## src/rtl/vive_uart_arbiter_pkg.sv

```systemverilog
// Shared constants, FSM encoding and packet framing helper for the Vive UART arbiter.
package vive_uart_arbiter_pkg;

  localparam logic [7:0]  PKT_HDR          = 8'hA0;
  localparam int unsigned PKT_LEN          = 5;
  localparam int unsigned PKT_WORD_W       = 17;
  localparam int unsigned CH_W             = 2;
  localparam int unsigned BUSY_TIMEOUT_DEF = 4;

  typedef enum logic [1:0] {
    StIdle,
    StStart,
    StWaitHi,
    StWaitLo
  } arb_state_e;

  // Byte idx of the 5-byte packet for word w from channel ch; byte 4 is the XOR checksum.
  function automatic logic [7:0] pkt_byte(input logic [CH_W-1:0]       ch,
                                          input logic [PKT_WORD_W-1:0] w,
                                          input logic [2:0]            idx);
    logic [7:0] b0, b1, b2, b3;
    b0 = PKT_HDR | {6'b0, ch};
    b1 = {7'b0, w[16]};
    b2 = w[15:8];
    b3 = w[7:0];
    case (idx)
      3'd0:    pkt_byte = b0;
      3'd1:    pkt_byte = b1;
      3'd2:    pkt_byte = b2;
      3'd3:    pkt_byte = b3;
      default: pkt_byte = b0 ^ b1 ^ b2 ^ b3;
    endcase
  endfunction

endpackage

```

## src/rtl/vive_uart_arbiter_rr_arbiter.sv

```systemverilog
// Combinational round-robin arbiter: first requester at or above ptr_i, wrapping.
module vive_uart_arbiter_rr_arbiter #(
  parameter int unsigned NumCh = 3,
  parameter int unsigned IdxW  = 2
) (
  input  logic [NumCh-1:0] req_i,
  input  logic [IdxW-1:0]  ptr_i,
  output logic [NumCh-1:0] gnt_o,
  output logic [IdxW-1:0]  idx_o,
  output logic             valid_o
);

  always_comb begin
    logic [IdxW:0]   sum;
    logic [IdxW-1:0] c;
    sum     = '0;
    c       = '0;
    gnt_o   = '0;
    idx_o   = '0;
    valid_o = 1'b0;
    for (int unsigned i = 0; i < NumCh; i++) begin
      // ptr_i < NumCh, so a single subtraction performs the wrap.
      sum = {1'b0, ptr_i} + (IdxW+1)'(i);
      if (sum >= (IdxW+1)'(NumCh)) sum = sum - (IdxW+1)'(NumCh);
      c = sum[IdxW-1:0];
      if (!valid_o && req_i[c]) begin
        valid_o  = 1'b1;
        gnt_o[c] = 1'b1;
        idx_o    = c;
      end
    end
  end

endmodule

```

## src/rtl/vive_uart_arbiter.sv

```systemverilog
// Shares one uart_tx among NUM_CH receiver channels: buffers one word per channel and
// sends each as a 5-byte packet using a tx_start/tx_busy handshake, round-robin.
module vive_uart_arbiter
  import vive_uart_arbiter_pkg::*;
#(
  parameter int unsigned NUM_CH       = 3,
  parameter int unsigned WORD_W       = 17,
  parameter int unsigned BUSY_TIMEOUT = BUSY_TIMEOUT_DEF
) (
  input  logic                     clk_25MHz,
  input  logic                     reset,
  input  logic [NUM_CH-1:0]        word_valid,
  input  logic [NUM_CH*WORD_W-1:0] word_data,
  input  logic                     tx_busy,
  output logic                     tx_start,
  output logic [7:0]               tx_data,
  output logic [NUM_CH-1:0]        overflow,
  output logic [7:0]               drop_count,
  output logic                     idle
);

  localparam int unsigned TmrW = $clog2(BUSY_TIMEOUT + 1);

  arb_state_e        state_q, state_d;
  logic [2:0]        idx_q, idx_d;
  logic [TmrW-1:0]   tmr_q, tmr_d;
  logic [CH_W-1:0]   rr_q, rr_d;
  logic [CH_W-1:0]   pkt_ch_q, pkt_ch_d;
  logic [WORD_W-1:0] pkt_word_q, pkt_word_d;
  logic [NUM_CH-1:0] pend_q, pend_d;
  logic [WORD_W-1:0] buf_q [NUM_CH];
  logic [WORD_W-1:0] buf_d [NUM_CH];
  logic [NUM_CH-1:0] overflow_q, overflow_d;
  logic [7:0]        drop_count_q, drop_count_d;
  logic              tx_start_q, tx_start_d;
  logic [7:0]        tx_data_q, tx_data_d;

  logic [NUM_CH-1:0] gnt_oh;
  logic [CH_W-1:0]   gnt_idx;
  logic              gnt_valid;
  logic              take;
  logic              advance;
  logic [NUM_CH-1:0] drop;
  logic [2:0]        n_drop;
  logic [8:0]        drop_sum;

  vive_uart_arbiter_rr_arbiter #(
    .NumCh (NUM_CH),
    .IdxW  (CH_W)
  ) u_rr_arbiter (
    .req_i   (pend_q),
    .ptr_i   (rr_q),
    .gnt_o   (gnt_oh),
    .idx_o   (gnt_idx),
    .valid_o (gnt_valid)
  );

  // State register
  always_ff @(posedge clk_25MHz) begin
    if (reset) begin
      state_q      <= StIdle;
      idx_q        <= '0;
      tmr_q        <= '0;
      rr_q         <= '0;
      pkt_ch_q     <= '0;
      pkt_word_q   <= '0;
      pend_q       <= '0;
      overflow_q   <= '0;
      drop_count_q <= '0;
      tx_start_q   <= 1'b0;
      tx_data_q    <= '0;
    end else begin
      state_q      <= state_d;
      idx_q        <= idx_d;
      tmr_q        <= tmr_d;
      rr_q         <= rr_d;
      pkt_ch_q     <= pkt_ch_d;
      pkt_word_q   <= pkt_word_d;
      pend_q       <= pend_d;
      overflow_q   <= overflow_d;
      drop_count_q <= drop_count_d;
      tx_start_q   <= tx_start_d;
      tx_data_q    <= tx_data_d;
    end
  end

  // Buffer contents are qualified by pend_q, so they need no reset.
  always_ff @(posedge clk_25MHz) begin
    for (int unsigned k = 0; k < NUM_CH; k++) buf_q[k] <= buf_d[k];
  end

  // Next-state logic
  always_comb begin
    state_d    = state_q;
    idx_d      = idx_q;
    tmr_d      = tmr_q;
    rr_d       = rr_q;
    pkt_ch_d   = pkt_ch_q;
    pkt_word_d = pkt_word_q;
    take       = 1'b0;
    advance    = 1'b0;
    unique case (state_q)
      StIdle: begin
        if (gnt_valid && !tx_busy) begin
          take       = 1'b1;
          pkt_ch_d   = gnt_idx;
          pkt_word_d = buf_q[gnt_idx];
          idx_d      = '0;
          rr_d       = (gnt_idx == CH_W'(NUM_CH - 1)) ? '0 : gnt_idx + CH_W'(1);
          state_d    = StStart;
        end
      end
      StStart: begin
        tmr_d   = '0;
        state_d = StWaitHi;
      end
      StWaitHi: begin
        if (tx_busy) begin
          state_d = StWaitLo;
        end else if (tmr_q == TmrW'(BUSY_TIMEOUT - 1)) begin
          advance = 1'b1;
        end else begin
          tmr_d = tmr_q + TmrW'(1);
        end
      end
      StWaitLo: begin
        if (!tx_busy) advance = 1'b1;
      end
      default: state_d = StIdle;
    endcase
    if (advance) begin
      if (idx_q == 3'(PKT_LEN - 1)) begin
        state_d = StIdle;
      end else begin
        idx_d   = idx_q + 3'd1;
        state_d = StStart;
      end
    end
  end

  // Holding buffers: a capture in the grant cycle wins over the clear.
  always_comb begin
    n_drop = '0;
    for (int unsigned k = 0; k < NUM_CH; k++) begin
      pend_d[k] = pend_q[k];
      buf_d[k]  = buf_q[k];
      drop[k]   = 1'b0;
      if (take && gnt_oh[k]) pend_d[k] = 1'b0;
      if (word_valid[k]) begin
        if (pend_q[k] && !(take && gnt_oh[k])) begin
          drop[k] = 1'b1;
        end else begin
          pend_d[k] = 1'b1;
          buf_d[k]  = word_data[k*WORD_W +: WORD_W];
        end
      end
      n_drop = n_drop + 3'(drop[k]);
    end
    overflow_d   = overflow_q | drop;
    drop_sum     = {1'b0, drop_count_q} + 9'(n_drop);
    drop_count_d = drop_sum[8] ? 8'hFF : drop_sum[7:0];
  end

  // Outputs: tx_start/tx_data are registered from the next state.
  always_comb begin
    tx_start_d = (state_d == StStart);
    tx_data_d  = tx_start_d ? pkt_byte(pkt_ch_d, pkt_word_d, idx_d) : tx_data_q;
  end

  assign tx_start   = tx_start_q;
  assign tx_data    = tx_data_q;
  assign overflow   = overflow_q;
  assign drop_count = drop_count_q;
  assign idle       = (state_q == StIdle) && !(|pend_q);

endmodule
```

## config.mk

```make
export PLATFORM = sky130hd
export DESIGN_NAME = vive_uart_arbiter
export DESIGN_NICKNAME = d
export VERILOG_FILES = /design/src/rtl/vive_uart_arbiter_pkg.sv /design/src/rtl/vive_uart_arbiter_rr_arbiter.sv /design/src/rtl/vive_uart_arbiter.sv
export SDC_FILE = /design/constraint.sdc
export NUM_CORES = 1
export LEC_CHECK = 0
export CORE_ASPECT_RATIO = 1.5
export CORE_MARGIN = 5
export CORE_UTILIZATION = 30
export CTS_BUF_LIST = sky130_fd_sc_hd__clkbuf_16
export CTS_CLUSTER_DIAMETER = 80
export CTS_CLUSTER_SIZE = 8
export DETAILED_ROUTE_END_ITERATION = 10
export GPL_TIMING_DRIVEN = 0
export PLACE_DENSITY = 0.62
export SLEW_MARGIN = 20
export SYNTH_ARGS = -nofsm -noshare
export SYNTH_HDL_FRONTEND = slang
export SYNTH_SLANG_ARGS = --single-unit
```

## constraint.sdc

```tcl
create_clock -name clk_25MHz -period 7.1 [get_ports clk_25MHz]
set_clock_uncertainty 0.1 [all_clocks]
set_input_delay 1.065 -clock clk_25MHz [delete_from_list [all_inputs] [get_ports clk_25MHz]]
set_output_delay 1.065 -clock clk_25MHz [all_outputs]
set_load 0.1 [all_outputs]
```

# Yosys cells after proc, flatten, opt, wreduce, memory -nomap -nowiden
# Memories as Yosys holds them, arrays and structs flattened.
# Cells that the tools add are included.
dict set report totals {
  regBits 52
  latch_bits 0
  ram_bits 51
  romBits 0
  input_bits 57
  out_inout_bits 21
  memories 1
}
dict set report op_classes {
  addsub 11
  n_mul 0
  div 0
  order_cmp 9
  eq_ne 18
  shift 0
  mux 70
  n_bitwise 6
  n_reduce_logical 29
}
# memory depth word_bits rd rd_ports_with_merged_regs wr line_no
set mem_list {}
lappend mem_list {buf_q 3 17 1 0 3 vive_uart_arbiter.sv:31} ;# logic [WORD_W-1:0] buf_q [NUM_CH];
# operator n
set op_table {}
lappend op_table {{$mux W17} 8}
lappend op_table {{$pmux W8 S4} 1}
lappend op_table {{$mux W1} 30}
lappend op_table {{$mux W3} 9}
lappend op_table {{$mux W2} 12}
lappend op_table {{$xor A8 B8 Y8} 2}
lappend op_table {{$logic_and A1 B1 Y1} 13}
lappend op_table {{$ne A2 B2 Y1 const B} 5}
lappend op_table {{$add A8 B3 Y9} 1}
lappend op_table {{$eq A3 B2 Y1 const B} 3}
lappend op_table {{$lt A2 B3 Y1 const B} 3}
lappend op_table {{$or A3 B3 Y3} 3}
lappend op_table {{$mux W8} 1}
lappend op_table {{$reduce_and A2 Y1} 4}
lappend op_table {{$xor A8 B1 Y8} 1}
lappend op_table {{$logic_not A1 Y1} 7}
lappend op_table {{$add A3 B1 Y3 const B} 2}
lappend op_table {{$bmux W1 S2} 3}
lappend op_table {{$demux W1 S2} 3}
lappend op_table {{$eq A2 B2 Y1 const B} 3}
lappend op_table {{$ge A2 B1 Y1 const B} 3}
lappend op_table {{$ge A3 B2 Y1 const B} 2}
lappend op_table {{$pmux W2 S3} 1}
lappend op_table {{$pmux W3 S2} 1}
lappend op_table {{17 further kinds} 22}

# Depth between registers and ports, before layout
# Gate-level depths: netlist of the first run.
dict set report logic_depth {
  ltp_word 23
  ltp_mapped 18
}

# Modules after synthesis
# Synthesis of the first run repeated with hierarchy kept, for this count alone.
dict set report hier_totals {
  cells_unflattened 442
  hier_area_um2 4818.4
}
# mod instances cells_each area_per_inst_um2 seq_area_each_um2
set modules_own_cells {}
lappend modules_own_cells {vive_uart_arbiter 1 401 4536.9 2572.5}
lappend modules_own_cells {vive_uart_arbiter_rr_arbiter 1 41 281.5 0.0}

# Worst setup path before layout of the first run
# No wires, ideal clock.
dict set report synth_path {
  kind {in2reg}
  startpoint {input port tx_busy}
  endpoint {register drop_count_q[0] (netlist: drop_count[0])}
  t_arrival_ns 3.711
  t_required_ns 6.868
  slack_ns 3.156
  path_stages 15
  n_path_buf 2
  path_cell_list {or3_4 > a211oi_4 > a211o_1 > buf_4 > buf_2 > a21oi_1 > nand2_1 > fa_1 > inv_1 > ha_1 > fa_1 > nand2_1 > nor2_1 > nand2_1 > a21oi_1}
}
dict set report synth_via {
  elab_chain_cells 13
  elab_cells_between_ends 23
  cone_classes {3 x add/sub; 9 x mux; 11 x reduce/logical}
}
# item line_no
set synth_rtl {}
lappend synth_rtl {{start: declaration} vive_uart_arbiter.sv:14} ;# input logic tx_busy,
lappend synth_rtl {{$logic_not A1 Y1 (*)} n/a}
lappend synth_rtl {{$logic_and A1 B1 Y1 (*)} vive_uart_arbiter.sv:104} ;# if (gnt_valid && !tx_busy) begin
lappend synth_rtl {{$mux W1 (*)} vive_uart_arbiter.sv:104}
lappend synth_rtl {{$mux W1 (*)} vive_uart_arbiter.sv:102} ;# unique case (state_q)
lappend synth_rtl {{$logic_and A1 B1 Y1} vive_uart_arbiter.sv:150} ;# if (pend_q[k] && !(take && gnt_oh[k])) begin
lappend synth_rtl {{$logic_not A1 Y1} vive_uart_arbiter.sv:150}
lappend synth_rtl {{$logic_and A1 B1 Y1} vive_uart_arbiter.sv:150}
lappend synth_rtl {{$mux W1} vive_uart_arbiter.sv:150}
lappend synth_rtl {{$mux W1} vive_uart_arbiter.sv:149} ;# if (word_valid[k]) begin
lappend synth_rtl {{$add A1 B1 Y2} vive_uart_arbiter.sv:157} ;# n_drop = n_drop + 3'(drop[k]);
lappend synth_rtl {{$add A2 B1 Y3 (*)} vive_uart_arbiter.sv:157}
lappend synth_rtl {{$add A8 B3 Y9 (*)} vive_uart_arbiter.sv:160} ;# drop_sum = {1'b0, drop_count_q} + 9'(n_drop);
lappend synth_rtl {{$mux W8 (*)} vive_uart_arbiter.sv:161} ;# drop_count_d = drop_sum[8] ? 8'hFF : drop_sum[7:0];
lappend synth_rtl {{end signal: assignment} vive_uart_arbiter.sv:81} ;# drop_count_q <= drop_count_d;
lappend synth_rtl {{end: declaration} vive_uart_arbiter.sv:34} ;# logic [7:0] drop_count_q, drop_count_d;
# Mark *: on every way between the ends. The rest lies on a longest branch, timed or not.
# A chain may end at the register's enable or synchronous reset.

# Worst setup path in the final report of the first run
dict set report layout_path {
  startpoint {input port tx_busy}
  endpoint {register drop_count_q[1] (netlist: drop_count[1])}
}
# Same word-level chain as after synthesis.

==> metrics.txt, run 1 <==
# TYPE chip_impl_metric gauge
chip_impl_info{name="mostFrequentLayoutCell",value="sky130_fd_sc_hd__clkdlybuf4s50_1"} 1
chip_impl_metric{name="antenna_found_initial",unit=""} 0
chip_impl_metric{name="dieArea",unit="um2"} 19000
chip_impl_metric{name="dieWidth",unit="um"} 114
chip_impl_metric{name="syn-instance-count",unit=""} 457
chip_impl_metric{name="synth_xor_area_share",unit="%"} 1.97
chip_impl_metric{name="yosysSeqAreaShare",unit="%"} 52.5
chip_impl_info{name="timing.setup.critical_path_class",value="primary input to flop"} 1
chip_impl_metric{name="layout_cell_share_with_drive_strength_beyond_1",unit="%"} 11.8
chip_impl_metric{name="detailroute.via_count",unit=""} 3818
chip_impl_metric{name="synth-compound-area-share",unit="%"} 19.7
chip_impl_metric{name="r2r.worst_path.cells",unit=""} 18
chip_impl_metric{name="worst_ir_drop_vdd",unit="V"} 0.000150
chip_impl_metric{name="post_drt_wl_per_cell",unit="um"} 17.5
chip_impl_metric{name="synth-edff-count",unit=""} 51
chip_impl_metric{name="numCtsBuffers",unit=""} 9
chip_impl_metric{name="gr-total-overflow",unit=""} 0
chip_impl_metric{name="port-buffer-count",unit=""} 76
chip_impl_metric{name="cellInternalPower",unit="mW"} 1.40
chip_impl_metric{name="antenna_cells",unit=""} 0
chip_impl_info{name="timing.hold.worst.class",value="flop to flop"} 1
chip_impl_metric{name="cts-htree-levels",unit=""} 3
chip_impl_metric{name="postLayoutCellArea",unit="um2"} 6240
chip_impl_metric{name="postRouteAntennaNets",unit=""} 0
chip_impl_metric{name="max-clock-path-buffers",unit=""} 2
chip_impl_info{name="critical-path-top-cell-by-count",value="sky130_fd_sc_hd__nand2_1"} 1
chip_impl_info{name="yosys_most_used_dff",value="sky130_fd_sc_hd__dfxtp_1"} 1
chip_impl_metric{name="report.final.setup_viol",unit=""} 0
chip_impl_info{name="category_of_the_worst_setup_path_launch_point",value="primary input"} 1
chip_impl_metric{name="design_power_total",unit="mW"} 2.43
chip_impl_metric{name="numPlacedInstances",unit=""} 742
chip_impl_metric{name="cp_data_required_time",unit="ns"} 7.20
chip_impl_metric{name="dp_hpwl",unit="um"} 10200
chip_impl_info{name="worst_path_dominant_cell_family",value="adder cells"} 1
chip_impl_metric{name="power.switching",unit="mW"} 1.03
chip_impl_metric{name="power.switching_fraction",unit="%"} 42.2
chip_impl_metric{name="postLayoutCoreUtil",unit="%"} 38.7
chip_impl_metric{name="share_clk_of_total_power",unit="%"} 19.9
chip_impl_metric{name="clkSinkCount",unit=""} 103
chip_impl_metric{name="power.leakage",unit="nW"} 2.29
chip_impl_metric{name="final-hold-violation-count",unit=""} 0
chip_impl_metric{name="grt_max_degree",unit=""} 17
chip_impl_metric{name="synth_area_per_cell",unit="um2"} 10.7
chip_impl_metric{name="asyncSetResetFlopFracSynth",unit="%"} 0
chip_impl_info{name="main_combinational_cell_family_by_area_after_synthesis",value="compound AO/OA/AOI/OAI gates"} 1
chip_impl_metric{name="final_period_minus_worst_setup_slack",unit="ns"} 4.62
chip_impl_metric{name="synth_adder_area_share",unit="%"} 3.37
chip_impl_info{name="crit_path_cell_trace",value="clkdlybuf4s50_1, or3_4, a211oi_4, a211o_1, buf_4, buf_2, a21oi_1, nand2_1, fa_1, inv_1, ha_1, fa_1, nand2_1, nor2_1, nand2_1, a21oi_1"} 1
chip_impl_metric{name="finalCritPeriodShare",unit="%"} 65.1
chip_impl_metric{name="postPlaceCellArea",unit="um2"} 5960
chip_impl_metric{name="layoutNonFillerInstCount",unit=""} 758
chip_impl_metric{name="worst_hold_slack",unit="ns"} 0.352
chip_impl_metric{name="routed_wl",unit="um"} 13200
chip_impl_metric{name="remaining_drc_errors",unit=""} 0
chip_impl_info{name="cts_root_buf",value="sky130_fd_sc_hd__clkbuf_16"} 1
chip_impl_metric{name="place_ws",unit="ns"} 2.12
chip_impl_metric{name="syn_area",unit="um2"} 4900
chip_impl_metric{name="postSynthRegisterBits",unit=""} 103
chip_impl_metric{name="timing_worst_slew_pin_value",unit="ns"} 1.01
chip_impl_info{name="crit_path_end_kind",value="flop"} 1
chip_impl_metric{name="post_cts_resize_count",unit=""} 0
chip_impl_metric{name="p_seq_share",unit="%"} 32.6
chip_impl_info{name="post_synth_main_area_contributors",value="sky130_fd_sc_hd__edfxtp_1 (31%), sky130_fd_sc_hd__dfxtp_1 (21%), sky130_fd_sc_hd__a21oi_1 (4.0%), sky130_fd_sc_hd__nor2_1 (3.7%), sky130_fd_sc_hd__nand2_1 (2.9%)"} 1
chip_impl_metric{name="yosys_warnings",unit=""} 0
chip_impl_metric{name="core",unit="um2"} 16100
chip_impl_metric{name="worst_path_fanout_max",unit=""} 10
chip_impl_metric{name="synth_largest_type_area_fraction",unit="%"} 31.3
chip_impl_metric{name="number_of_global_route_vias_before_repair",unit=""} 4022
chip_impl_metric{name="ios",unit=""} 78
chip_impl_metric{name="layout_setup_ws",unit="ns"} 2.48
chip_impl_metric{name="first_iter_violations",unit=""} 219
chip_impl_metric{name="wire_length_of_the_first_global_routing_pass",unit="um"} 21200
chip_impl_metric{name="hold_path_depth",unit=""} 2
chip_impl_info{name="worst_path_max_delay_cell",value="sky130_fd_sc_hd__clkdlybuf4s50_1"} 1
chip_impl_metric{name="path_clk_slew",unit="ns"} 0.07
chip_impl_metric{name="timing.fmax",unit="MHz"} 216
chip_impl_metric{name="internal_reg_to_reg_setup_slack",unit="ns"} 2.76
chip_impl_metric{name="synth_cell_types",unit=""} 79
chip_impl_metric{name="slew_headroom",unit="%"} 32.3
chip_impl_metric{name="cp_slowest_stage_delay",unit="ns"} 0.55
chip_impl_metric{name="dr.pass1.iters",unit=""} 5
chip_impl_metric{name="routed_via_density",unit=""} 5.04
chip_impl_info{name="rsz_0062_raised_after_global_routing",value="false"} 1
chip_impl_metric{name="worstPathArrival",unit="ns"} 4.72
chip_impl_metric{name="die-height",unit="um"} 167
chip_impl_metric{name="post-cts-setup-buffer-count",unit=""} 0
chip_impl_metric{name="synth_nets",unit=""} 526
chip_impl_metric{name="setup_tns",unit="ns"} 0
chip_impl_metric{name="fp-row-count",unit=""} 57
chip_impl_metric{name="cts_hold_repair.buffers",unit=""} 0
chip_impl_metric{name="total_power_density_per_cell_area",unit="nW/um2"} 389
chip_impl_metric{name="clock_insertion_delay_worst_skew",unit="ns"} 0.35
chip_impl_metric{name="track_usage",unit="%"} 14.1
chip_impl_info{name="tritoncts",value="yes"} 1
chip_impl_info{name="synthDominantAreaCellType",value="sky130_fd_sc_hd__edfxtp_1"} 1
chip_impl_metric{name="timing.critical_path.buf_inv",unit=""} 4
chip_impl_metric{name="syn_to_final_growth",unit="%"} 27.5
chip_impl_metric{name="synth.area.mux_share",unit="%"} 2.37
chip_impl_metric{name="finalWeightedCongestion",unit=""} 0.871
chip_impl_info{name="mostFrequentLayoutCells",value="sky130_fd_sc_hd__clkdlybuf4s50_1 (76), sky130_fd_sc_hd__dfxtp_1 (52), sky130_fd_sc_hd__edfxtp_1 (51), sky130_fd_sc_hd__nor2_1 (48)"} 1
chip_impl_metric{name="combPwrFrac",unit="%"} 47.5
chip_impl_info{name="run_status",value="complete, no violations"} 1
chip_impl_metric{name="timing.final.max_slew_violations",unit=""} 0
chip_impl_metric{name="maxCapViolations",unit=""} 0
chip_impl_metric{name="starting_density_of_the_core",unit="%"} 30.4
chip_impl_metric{name="cp.depth",unit=""} 16
chip_impl_metric{name="simple_gate_fraction_of_synth_area",unit="%"} 15.6
chip_impl_metric{name="final_net_count",unit=""} 616
registers in the layout, summed over array words and instances (netlist names):
signal / cells
pend_q: 3
tx_start: 1
rr_q: 2
tx_data: 8
state_q: 2
pkt_word_q: 17
drop_count: 8
overflow: 3
buf_q: 51
tmr_q: 3
idx_q: 3
pkt_ch_q: 2
cell usage after synthesis (6+ instances only):
master                     instances
sky130_fd_sc_hd__a211oi_1          7
sky130_fd_sc_hd__a21oi_1          39
sky130_fd_sc_hd__a221oi_1          6
sky130_fd_sc_hd__a32oi_1           7
sky130_fd_sc_hd__and2_1           10
sky130_fd_sc_hd__and3_1            7
sky130_fd_sc_hd__buf_2             9
sky130_fd_sc_hd__clkbuf_1          6
sky130_fd_sc_hd__dfxtp_1          52
sky130_fd_sc_hd__edfxtp_1         51
sky130_fd_sc_hd__ha_1             10
sky130_fd_sc_hd__inv_1            21
sky130_fd_sc_hd__mux2i_1           8
sky130_fd_sc_hd__nand2_1          38
sky130_fd_sc_hd__nand3_1           7
sky130_fd_sc_hd__nor2_1           48
sky130_fd_sc_hd__nor2b_1           6
sky130_fd_sc_hd__nor3_1           11
sky130_fd_sc_hd__o21ai_0           8
sky130_fd_sc_hd__xnor2_1           7
cell type report:
class | instances | area [um2]
inverters | 21 | 78.8
repair buffers | 79 | 795
fillers | 1652 | 9870
clock buffers | 9 | 225
plain buffers | 23 | 143
flip-flops and latches | 103 | 2570
clock inverters | 7 | 58.8
well taps | 206 | 258
multi-input cells | 310 | 2110
power by group through the flow:
stage	sequential (mW)	clock, mW	combinational (mW)
6_report	0.792	0.483	1.15
3_5_place_dp	0.806	0	1.15
4_1_cts	0.793	0.491	1.16
2_1_floorplan	0.980	0	0.661
3_3_place_gp	0.805	0	1.13
5_1_grt	0.805	0.514	1.26
layer usage:
metal	track usage, %	part of all wire, %	routed length (um)
met5	0	0	0
met4	4.86	2.1	282
met1	17.5	42	5590
met3	2.21	3.7	486
met2	24.4	52	6870
cell families after synthesis:
logic type | count (synthesis)
compound gates | 122
simple gates | 154
xor+xnor | 11
fa+ha+maj | 12
buf+inv | 44
flops | 103
mux | 11
worst min-delay path: cells and delay by family, from the launching register on:
family / cells / cell delay, ns
DFF: 1 / 0.31
buffers and inverters: 1 / 0.05
AOI/OAI and AO/OA: 1 / 0.05
path summary, 6_finish.rpt:
kind / start / endpoint
setup / recovery: tx_busy / drop_count[1]
hold / removal: overflow[2] / overflow[2]
setup reg to reg: rr_q[0] / drop_count[1]
hold reg to reg: overflow[2] / overflow[2]
(Power assumes the default switching activity.)
==> run 2: changes to the inputs <==
==> constraint.sdc (replaced) <==
create_clock -name clk_25MHz -period 4.35 [get_ports clk_25MHz]
set_clock_uncertainty 0.1 [all_clocks]
set_input_delay 0.6525 -clock clk_25MHz [delete_from_list [all_inputs] [get_ports clk_25MHz]]
set_output_delay 0.6525 -clock clk_25MHz [all_outputs]
set_load 0.1 [all_outputs]
==> metrics.txt, run 2 (synthesis gave the netlist of run 1 again) <==
# TYPE chip_impl_metric gauge
chip_impl_metric{name="wire_length_of_the_first_global_routing_pass",unit="um"} 21200
chip_impl_metric{name="design_power_total",unit="mW"} 3.98
chip_impl_metric{name="slew_headroom",unit="%"} 32.3
chip_impl_metric{name="dp_hpwl",unit="um"} 10200
chip_impl_info{name="rsz_0062_raised_after_global_routing",value="false"} 1
chip_impl_metric{name="maxCapViolations",unit=""} 0
chip_impl_metric{name="place_ws",unit="ns"} -0.222
chip_impl_metric{name="dieWidth",unit="um"} 114
chip_impl_metric{name="detailroute.via_count",unit=""} 3829
chip_impl_metric{name="antenna_cells",unit=""} 0
chip_impl_metric{name="numCtsBuffers",unit=""} 9
chip_impl_info{name="mostFrequentLayoutCell",value="sky130_fd_sc_hd__clkdlybuf4s50_1"} 1
chip_impl_info{name="worst_hold_startpoint",value="overflow[2]"} 1
chip_impl_metric{name="r2r.worst_path.cells",unit=""} 17
chip_impl_metric{name="worst_ir_drop_vdd",unit="V"} 0.000244
chip_impl_metric{name="final_period_minus_worst_setup_slack",unit="ns"} 4.04
chip_impl_metric{name="ios",unit=""} 78
chip_impl_metric{name="internal_reg_to_reg_setup_slack",unit="ns"} 0.31
chip_impl_metric{name="combPwrFrac",unit="%"} 47.8
chip_impl_metric{name="track_usage",unit="%"} 14.1
chip_impl_info{name="tritoncts",value="yes"} 1
chip_impl_metric{name="antenna_found_initial",unit=""} 0
chip_impl_metric{name="timing.final.max_slew_violations",unit=""} 0
chip_impl_info{name="timing.hold.worst.class",value="flop to flop"} 1
chip_impl_metric{name="cts-htree-levels",unit=""} 3
chip_impl_metric{name="remaining_drc_errors",unit=""} 0
chip_impl_metric{name="gr-total-overflow",unit=""} 0
chip_impl_metric{name="starting_density_of_the_core",unit="%"} 30.4
chip_impl_metric{name="hold_path_depth",unit=""} 2
chip_impl_metric{name="timing.fmax",unit="MHz"} 248
chip_impl_metric{name="report.final.setup_viol",unit=""} 0
chip_impl_metric{name="routed_via_density",unit=""} 5.05
chip_impl_info{name="run_status",value="complete, no violations"} 1
chip_impl_info{name="mostFrequentLayoutCells",value="sky130_fd_sc_hd__clkdlybuf4s50_1 (76), sky130_fd_sc_hd__dfxtp_1 (52), sky130_fd_sc_hd__edfxtp_1 (51), sky130_fd_sc_hd__nor2_1 (48)"} 1
chip_impl_metric{name="grt_max_degree",unit=""} 17
chip_impl_metric{name="finalCritPeriodShare",unit="%"} 92.8
chip_impl_metric{name="nFillCells",unit=""} 1646
chip_impl_info{name="regToRegEndpoint",value="drop_count[1]"} 1
chip_impl_metric{name="max-clock-path-buffers",unit=""} 2
chip_impl_info{name="regMostFlops",value="buf_q"} 1
chip_impl_metric{name="syn_to_final_growth",unit="%"} 28.0
chip_impl_metric{name="worst_path_fanout_max",unit=""} 10
chip_impl_info{name="worstHoldEndpoint",value="overflow[2]"} 1
chip_impl_metric{name="power.switching_fraction",unit="%"} 42.3
chip_impl_metric{name="postRouteAntennaNets",unit=""} 0
chip_impl_metric{name="clkSinkCount",unit=""} 103
chip_impl_metric{name="largest_reg_flops",unit=""} 51
chip_impl_metric{name="fp-row-count",unit=""} 57
chip_impl_metric{name="final-hold-violation-count",unit=""} 0
chip_impl_metric{name="postLayoutCellArea",unit="um2"} 6270
chip_impl_info{name="timing.setup.critical_path_class",value="flop to flop"} 1
chip_impl_metric{name="layout_setup_ws",unit="ns"} 0.315
chip_impl_metric{name="die-height",unit="um"} 167
chip_impl_metric{name="power.switching",unit="mW"} 1.68
chip_impl_metric{name="number_of_global_route_vias_before_repair",unit=""} 4033
chip_impl_metric{name="postLayoutCoreUtil",unit="%"} 38.9
chip_impl_metric{name="cp_data_required_time",unit="ns"} 4.45
chip_impl_metric{name="final_net_count",unit=""} 616
chip_impl_metric{name="numPlacedInstances",unit=""} 742
chip_impl_metric{name="postPlaceCellArea",unit="um2"} 5960
chip_impl_metric{name="clock_insertion_delay_worst_skew",unit="ns"} 0.34
chip_impl_metric{name="power.leakage",unit="nW"} 2.30
chip_impl_metric{name="share_clk_of_total_power",unit="%"} 19.8
chip_impl_metric{name="first_iter_violations",unit=""} 204
chip_impl_metric{name="cellInternalPower",unit="mW"} 2.30
chip_impl_info{name="category_of_the_worst_setup_path_launch_point",value="flop"} 1
chip_impl_metric{name="layout_cell_share_with_drive_strength_beyond_1",unit="%"} 12.9
chip_impl_metric{name="layoutNonFillerInstCount",unit=""} 758
chip_impl_metric{name="core",unit="um2"} 16100
chip_impl_metric{name="post_drt_wl_per_cell",unit="um"} 17.4
chip_impl_metric{name="dieArea",unit="um2"} 19000
chip_impl_metric{name="path_clk_slew",unit="ns"} 0.07
chip_impl_metric{name="routed_wl",unit="um"} 13200
chip_impl_metric{name="port-buffer-count",unit=""} 76
chip_impl_metric{name="timing_worst_slew_pin_value",unit="ns"} 1.01
chip_impl_metric{name="dr.pass1.iters",unit=""} 5
chip_impl_metric{name="worstPathArrival",unit="ns"} 4.14
chip_impl_info{name="crit_path_end_kind",value="flop"} 1
chip_impl_metric{name="finalWeightedCongestion",unit=""} 0.871
chip_impl_metric{name="p_seq_share",unit="%"} 32.5
chip_impl_info{name="cts_root_buf",value="sky130_fd_sc_hd__clkbuf_16"} 1
chip_impl_info{name="timing.rr.start",value="rr_q[1]"} 1
chip_impl_metric{name="total_power_density_per_cell_area",unit="nW/um2"} 635
chip_impl_info{name="largestRegisters",value="buf_q: 51 flops, pkt_word_q: 17 flops"} 1
## run 2: worst max-delay path, stage by stage (launching register included)
cell,delay (ns)
sky130_fd_sc_hd__dfxtp_1,0.33
sky130_fd_sc_hd__inv_1,0.10
sky130_fd_sc_hd__ha_1,0.24
sky130_fd_sc_hd__mux2i_2,0.28
sky130_fd_sc_hd__o21ai_2,0.17
sky130_fd_sc_hd__a211o_1,0.32
sky130_fd_sc_hd__buf_4,0.18
sky130_fd_sc_hd__buf_2,0.22
sky130_fd_sc_hd__a21oi_4,0.21
sky130_fd_sc_hd__nand2_1,0.11
sky130_fd_sc_hd__fa_1,0.50
sky130_fd_sc_hd__inv_1,0.04
sky130_fd_sc_hd__ha_1,0.22
sky130_fd_sc_hd__fa_1,0.42
sky130_fd_sc_hd__nand2_1,0.16
sky130_fd_sc_hd__nor2_1,0.07
sky130_fd_sc_hd__nand2_2,0.12
sky130_fd_sc_hd__a21oi_1,0.09
## run 2: worst max path at each step
stage,start,to,slack [ns],cells past startpoint
CTS,rr_q[0],drop_count[1],0.05,18
global route,rr_q[1],drop_count[1],0.02,17
detailed placement,tx_busy,drop_count[1],-0.22,16
floorplan,rr_q[0],drop_count[0],0.51,18
finish,rr_q[1],drop_count[1],0.31,17
global placement,tx_busy,buf_q[2][4],-0.28,8
## run 2: power by group through the flow
stage          Clock, mW  Sequential (mW)  Combinational [mW]
2_1_floorplan          0             1.60                1.08
3_3_place_gp           0             1.31                1.85
3_5_place_dp           0             1.32                1.88
4_1_cts            0.802             1.29                1.89
5_1_grt            0.839             1.31                2.07
6_report           0.787             1.29                1.90
## run 2: final cells by class
cell class,count,area (um2),area share [%]
sequential,103,2570,41.0
tap,206,258,4.11
multi-input combinational,310,2140,34.2
timing repair buffer,79,795,12.7
buffer,23,143,2.27
clock buffer,9,225,3.59
clock inverter,7,58.8,0.937
inverter,21,78.8,1.26
## run 2: layer usage
layer  share of wire [%]  vias to the layer above  global-route usage, %
met1                  41                     1837                   17.5
met4                 2.2                        0                   4.86
met3                 4.3                       18                   2.21
met2                  52                      114                   24.5
li1                    -                     1860                      -
met5                   0                        -                      0
## run 2: what timing repair did
item,in CTS,in global routing
hold buffers,0,0
gates resized for setup,1,7
pin swaps,0,0
buffers inserted,0,0
endpoints found under the setup margin,6,8
## run 2: metrics by stage
step,setup TNS (ns),hold WS [ns]
6_report,0,0.350
3_5_place_dp,-1.37,0.344
3_3_place_gp,-8.62,0.337
2_1_floorplan,0,0.332
4_1_cts,0,0.354
5_1_grt,0,0.377
